<file path="src/rtl/prog_dumper.sv">
// rtl/prog_dumper.sv - program-memory read-back: fetch 16-bit words, send low/high bytes on UART TX
// tx, done and busy are registered from the current state, so they trail the FSM by one clock.
module prog_dumper #(
  parameter int CLK_DIV = 217,
  parameter int AW      = 16
) (
  input  logic          clk,
  input  logic          rst,
  input  logic          start,
  input  logic [AW-1:0] base_add,
  input  logic [15:0]   word_cnt,
  output logic [AW-1:0] PADD,
  output logic          rden,
  input  logic [15:0]   PDIN,
  output logic          tx,
  output logic          busy,
  output logic          done
);

  localparam int BW = (CLK_DIV > 2) ? $clog2(CLK_DIV) : 1;
  localparam logic [BW-1:0] BAUD_MAX = BW'(CLK_DIV - 1);
  localparam logic [3:0] STOP_IDX = 4'd9;

  typedef enum logic [2:0] {
    IDLE,
    FETCH,
    LATCH,
    TX_LO,
    TX_HI,
    FIN
  } state_t;

  state_t        state;
  logic [AW-1:0] addr;
  logic [15:0]   rem;
  logic [15:0]   word;
  logic [BW-1:0] baud_cnt;
  logic [3:0]    bit_idx;
  logic [7:0]    cur_byte;
  logic          frame_bit;
  logic          sending;
  logic          bit_end;
  logic          frame_end;

  always_comb begin
    sending   = (state == TX_LO) || (state == TX_HI);
    cur_byte  = (state == TX_HI) ? word[15:8] : word[7:0];
    bit_end   = (baud_cnt == '0);
    frame_end = bit_end && (bit_idx == STOP_IDX);
    frame_bit = 1'b1;
    if (bit_idx == 4'd0)
      frame_bit = 1'b0;
    else if (bit_idx < STOP_IDX)
      frame_bit = cur_byte[3'(bit_idx - 4'd1)];
  end

  always_ff @(posedge clk) begin
    if (rst) begin
      state    <= IDLE;
      PADD     <= '0;
      rden     <= 1'b0;
      tx       <= 1'b1;
      busy     <= 1'b0;
      done     <= 1'b0;
      addr     <= '0;
      rem      <= '0;
      word     <= '0;
      baud_cnt <= BAUD_MAX;
      bit_idx  <= '0;
    end else begin
      done <= 1'b0;
      rden <= 1'b0;
      tx   <= sending ? frame_bit : 1'b1;

      if (sending) begin
        if (bit_end) begin
          baud_cnt <= BAUD_MAX;
          bit_idx  <= frame_end ? 4'd0 : bit_idx + 4'd1;
        end else begin
          baud_cnt <= baud_cnt - 1'b1;
        end
      end

      case (state)
        IDLE: begin
          // done is still high in the cycle after FIN; a start there is not taken
          if (start && !done) begin
            addr <= base_add;
            rem  <= word_cnt;
            busy <= 1'b1;
            if (word_cnt == 16'd0) begin
              state <= FIN;
            end else begin
              state <= FETCH;
              rden  <= 1'b1;
              PADD  <= base_add;
            end
          end
        end
        FETCH: state <= LATCH;
        LATCH: begin
          word     <= PDIN;
          baud_cnt <= BAUD_MAX;
          bit_idx  <= '0;
          state    <= TX_LO;
        end
        TX_LO: if (frame_end) state <= TX_HI;
        TX_HI: begin
          if (frame_end) begin
            addr <= addr + 1'b1;
            rem  <= rem - 16'd1;
            if (rem == 16'd1) begin
              state <= FIN;
            end else begin
              state <= FETCH;
              rden  <= 1'b1;
              PADD  <= addr + 1'b1;
            end
          end
        end
        FIN: begin
          done  <= 1'b1;
          busy  <= 1'b0;
          state <= IDLE;
        end
        default: state <= IDLE;
      endcase
    end
  end

endmodule

</file>
<file path="config.mk">
export PLATFORM = sky130hd
export DESIGN_NAME = prog_dumper
export DESIGN_NICKNAME = d
export VERILOG_FILES = /design/src/rtl/prog_dumper.sv
export SDC_FILE = /design/constraint.sdc
export NUM_CORES = 1
export LEC_CHECK = 0
export CAP_MARGIN = 20
export CORE_AREA = 2 2 115 117
export CTS_CLUSTER_DIAMETER = 150
export DETAILED_ROUTE_END_ITERATION = 12
export DIE_AREA = 0 0 117 119
export PLACE_DENSITY = 0.64
export SYNTH_ARGS = -nofsm -noshare
export SYNTH_HDL_FRONTEND = slang
export SYNTH_SLANG_ARGS = --single-unit
</file>
<file path="constraint.sdc">
create_clock -name clk -period 3.6 [get_ports clk]
set_input_delay 0.72 -clock clk [delete_from_list [all_inputs] [get_ports clk]]
set_output_delay 0.72 -clock clk [all_outputs]
set_load 0.01 [all_outputs]
</file>
### Word-level counts from Yosys, hierarchy flattened

Index checks and enable logic that the tools add are counted.

* register bits: 83
* output and inout port bits: 20

* add/subtract/negate cells: 5
* order comparisons: 2
* equal/unequal tests: 12
* muxes and demuxes: 32
* bitwise gates (word level): 1
* reduce and logical (&&, ||, !) cells: 17

Operator list (count)
* $mux W16: 8
* $pmux W16 S2: 3
* $add A16 B1 Y16 const B: 1
* $eq A16 B1 Y1 const B: 1
* $logic_not A16 Y1: 1
* $mux W8: 2
* $sub A16 B1 Y16 const B: 1
* $mux W3: 5
* $pmux W3 S5: 1
* $ne A2 B2 Y1 const B: 5
* $mux W1: 9
* $logic_not A8 Y1: 1
* $sub A8 B1 Y8 const B: 1
* $eq A3 B2 Y1 const B: 2
* $eq A3 B3 Y1 const B: 2
* $reduce_and A3 Y1: 2
* $reduce_and A5 Y1: 1
* $add A4 B1 Y4 const B: 1
* $eq A4 B4 Y1 const B: 1
* $logic_not A4 Y1: 1
* $lt A3 B4 Y1 const B: 1
* $lt A4 B4 Y1 const B: 1
* $mux W4: 1
* $pmux W1 S2: 2
* other kinds (11): 15

### Depth between registers and ports, before layout

* word-level depth: 6
* gate-level depth with buffers: 9
* gate-level depth less buffers: 8

### Worst setup path after synthesis

Ideal clock, no wire load.

* path type: in2reg
* start point: input word_cnt[1]
* end point: register state[2]
* arrival time: 2.100 ns
* data required time: 3.485 ns
* setup slack: 1.386 ns
* stages on the path: 6
* cells stage by stage: or4_1 -> nor4_1 -> and4_1 -> nor2_1 -> o211a_1 -> a2111oi_0

* longest elaborated chain between the ends: 4

RTL lines
* from (decl): RTL line 11 `input logic [15:0] word_cnt,`
* $logic_not A16 Y1: RTL line 91 `if (word_cnt == 16'd0) begin`
* $mux W3: RTL line 91
* $mux W3: RTL line 87 `if (start && !done) begin`
* $pmux W3 S5: RTL line 84 `case (state)`
* to (signal assigned): RTL line 92 `state <= FIN;`
* to (signal assigned): RTL line 94 `state <= FETCH;`
* to (signal assigned): RTL line 100 `FETCH: state <= LATCH;`
* to (decl): RTL line 33 `state_t state;`

Every way passes these cells. The select of a mux whose other input is x is not followed.
A chain may end at the register's enable or synchronous reset.

### Worst setup path after layout

* start point: input start
* end point: register PADD[5]

* longest elaborated chain between the ends: 3

RTL lines
* from (decl): RTL line 9 `input logic start,`
* $logic_and A1 B1 Y1: RTL line 87
* $ne A2 B2 Y1 (no source line)
* $reduce_and A5 Y1 (no source line)
* to (signal assigned): RTL line 96 `PADD <= base_add;`
* to (signal assigned): RTL line 117 `PADD <= addr + 1'b1;`
* to (decl): RTL line 12 `output logic [AW-1:0] PADD,`

Every way passes these cells.

==> results.json <==
{
  "cts_buffer_depth": 2,
  "tns_ns": 0,
  "clock-root-buffer": "clkbuf_16",
  "drt_iter0_drc": 220,
  "drcViolationCount": 0,
  "syn_area_sq_um": 4250,
  "viasPerCell": 5.13,
  "yosys_warnings": 0,
  "synth_area_per_cell_sq_um": 7.93,
  "io_pins": 71,
  "die_w_um": 117,
  "wl_met3_um": 492,
  "slew_viol_final": 0,
  "max_freq_mhz": 346,
  "cts_setup_buffers": 0,
  "async_reset_ff_share_pct": 0,
  "min_path_cells": 2,
  "hpwl_um": 7180,
  "cts_sinks": 83,
  "cap_violations": 0,
  "r2r_slack_ns": 0.87,
  "worst_slew_pin_slew_ns": 1.08,
  "dieArea_sq_um": 13900,
  "rr_endpoint": "PADD[5]",
  "clkLatencyLatePin_ns": 0.35,
  "arrival_ns": 3.10,
  "p_leak_uw": 0.00184,
  "synth_cell_types": 59,
  "finalClockSkew_ns": 0.00964,
  "drt-met1-wl_um": 5030,
  "rsz0062_at_grt": "no",
  "wl_met2_um": 4850,
  "crit_type": "primary input to flop",
  "num_vias": 3946,
  "syn_nets": 595,
  "antenna_cells": 0,
  "die_h_um": 119,
  "hold_viol": 0,
  "htreeDepth": 3,
  "placedInstanceArea_sq_um": 5080,
  "holdPathEnd": "word[7]",
  "crit_path_start_kind": "primary input",
  "grt.total_usage_pct": 15.8,
  "synth_top_area_share_pct": 39.1,
  "endpoint_kind": "flop",
  "cts_tree": "built",
  "status": "finished, final reports clean",
  "finalInstanceArea_sq_um": 5350,
  "setup_viol": 0,
  "cts_hold_buf": 0,
  "gr-total-overflow": 0,
  "cts.reportedPaths.clkPinSlew_ns": 0.06,
  "hold_class": "flop to flop",
  "synth-seq-cells": 83,
  "timing.final.crit_share_pct": 80.4,
  "cp_max_fo": 20,
  "final.setup.worst_slack_ns": 0.706,
  "grt_pass1_vias": 3739,
  "wl_um": 10500,
  "numCtsBuffers": 9,
  "initial_core_util_pct": 33.0,
  "synth_area_leader_cell": "dfxtp_1",
  "antenna_found_initial": 0,
  "pre_cts_ws_ns": 0.322,
  "gp_congestion": 0.843,
  "dr.pass1.iters": 4,
  "port-buffer-count": 70,
  "r2r_start": "state[2]",
  "total_power_uw": 2270,
  "post_cts_resized": 0,
  "fillerInstances": 1277,
  "syn_inst": 536,
  "cp.required_ns": 3.81,
  "routed.top_layer": "met4",
  "synth_edf_count": 0,
  "period_needed_ns": 2.89,
  "rows": 42,
  "core-area_sq_um": 12900,
  "grt_max_degree": 72,
  "ff2ff_path_depth": 5,
  "routedWlPerCell_um": 13.7,
  "max_slew_margin_pct": 27.9,
  "ir_drop_v": 0.000235,
  "synthTopCellsByArea": "dfxtp_1 (39%), nand2_1 (8.4%), a21oi_1 (7.1%)",
  "drive_gt1_share_pct": 6.75,
  "pwr_density_cell_nw_per_um2": 424,
  "postRouteAntennaNets": 0,
  "final_nets": 647,
  "synth_flop_cell": "dfxtp_1",
  "syn_to_final_growth_pct": 25.8,
  "grt_pass1_wl_um": 17600,
  "yosysSeqAreaShare_pct": 39.1,
  "worstHoldStart": "word[7]"
}
logic make-up (layout without fill, tap and decap cells):
family	count (synthesis)	count (layout)	synth area share, %
and+or+nand+nor	234	234	26.7
DFF	83	83	39.1
muxes	18	18	5.12
buffers and inverters	44	101	4.53
adders and majority gates	8	8	2.36
AOI/OAI and AO/OA	128	128	17.9
xor gates and xnor gates	21	21	4.33
layout by cell type, fill, tap and decap left out, types with 3 or more instances in the layout:
cell | synthesis | layout
dfxtp_1 | 83 | 83
a211oi_1 | 7 | 7
nor2_1 | 58 | 58
clkdlybuf4s50_1 | 0 | 69
o21ai_0 | 31 | 31
ha_1 | 8 | 8
clkbuf_16 | 0 | 9
a22oi_1 | 5 | 5
nor3b_1 | 3 | 3
nand3_1 | 13 | 13
nor4_1 | 12 | 12
xnor2_1 | 12 | 12
mux4_2 | 3 | 3
nand4_1 | 8 | 8
xor2_1 | 9 | 9
buf_4 | 0 | 6
inv_1 | 8 | 8
and3_1 | 3 | 3
mux2i_1 | 15 | 15
nand2b_1 | 7 | 7
nand2_1 | 95 | 95
nor3_1 | 13 | 13
a21oi_1 | 60 | 60
synth_stat cells (5+ instances only):
cell / count
a21oi_1: 60
nor3_1: 13
a22oi_1: 5
nand2_1: 95
nand3_1: 13
nand4_1: 8
dfxtp_1: 83
inv_1: 8
o21ai_0: 31
a211oi_1: 7
xor2_1: 9
nor2_1: 58
xnor2_1: 12
mux2i_1: 15
ha_1: 8
nor4_1: 12
nand2b_1: 7
clkbuf_1: 25
routing by layer:
metal  track usage [%]  vias up
li1                  -     1993
met1              21.3     1856
met2              23.9       85
met3              4.78       12
met4              5.88        0
met5                 0        -
power by group:
part / internal [uW] / leakage (uW) / switching, uW / total, uW
logic: 183 / 0.00103 / 194 / 377
registers: 978 / 0.000679 / 58.7 / 1040
clock network: 467 / 0.000128 / 386 / 853
area by class of cell:
cell class                      count  area [sq um]  share of cell area (%)
Sequential cell                    83          1660                    31.1
Inverter                            9          33.8                   0.632
Timing Repair Buffer               76           741                    13.8
Clock inverter                      6          42.5                   0.795
Multi-Input combinational cell    409          2420                    45.3
Tap cell                          176           220                    4.12
Clock buffer                       10           229                    4.28
critical path, stage by stage:
cell and delay [ns]:
clkdlybuf4s50_1 0.45, nor2b_1 0.25, nand2b_1 0.19, o32a_1 0.25, nor3_4 0.90, mux2i_1 0.28
nor2_1 0.05
flip-flops by register name (all words and copies together) (netlist names), 3 cells and up:
register / count
PADD: 16
baud_cnt: 8
word: 16
bit_idx: 4
state: 3
addr: 16
rem: 16
worst max-delay path by stage:
stage / startpoint / to / slack (ns) / depth (start not counted)
floorplan: word_cnt[1] / state[2] / 1.39 / 6
global placement: start / PADD[4] / 0.40 / 7
detailed placement: start / PADD[5] / 0.32 / 7
CTS: start / PADD[12] / 0.69 / 7
global route: start / PADD[5] / 0.50 / 7
finish: start / PADD[5] / 0.71 / 7
through the flow:
| stage | hold slack, ns | std cells | utilization [%] |
|---|---|---|---|
| 6_report | 0.455 | 769 | 41.5 |
| 5_1_grt | 0.473 | 769 | 41.5 |
| 4_1_cts | 0.454 | 769 | 41.5 |
| 3_5_place_dp | 0.446 | 753 | 39.4 |
| 3_3_place_gp | 0.443 | 753 | 39.4 |
| 2_1_floorplan | 0.433 | 536 | - |
No activity file was read; power rests on OpenSTA's default activity.
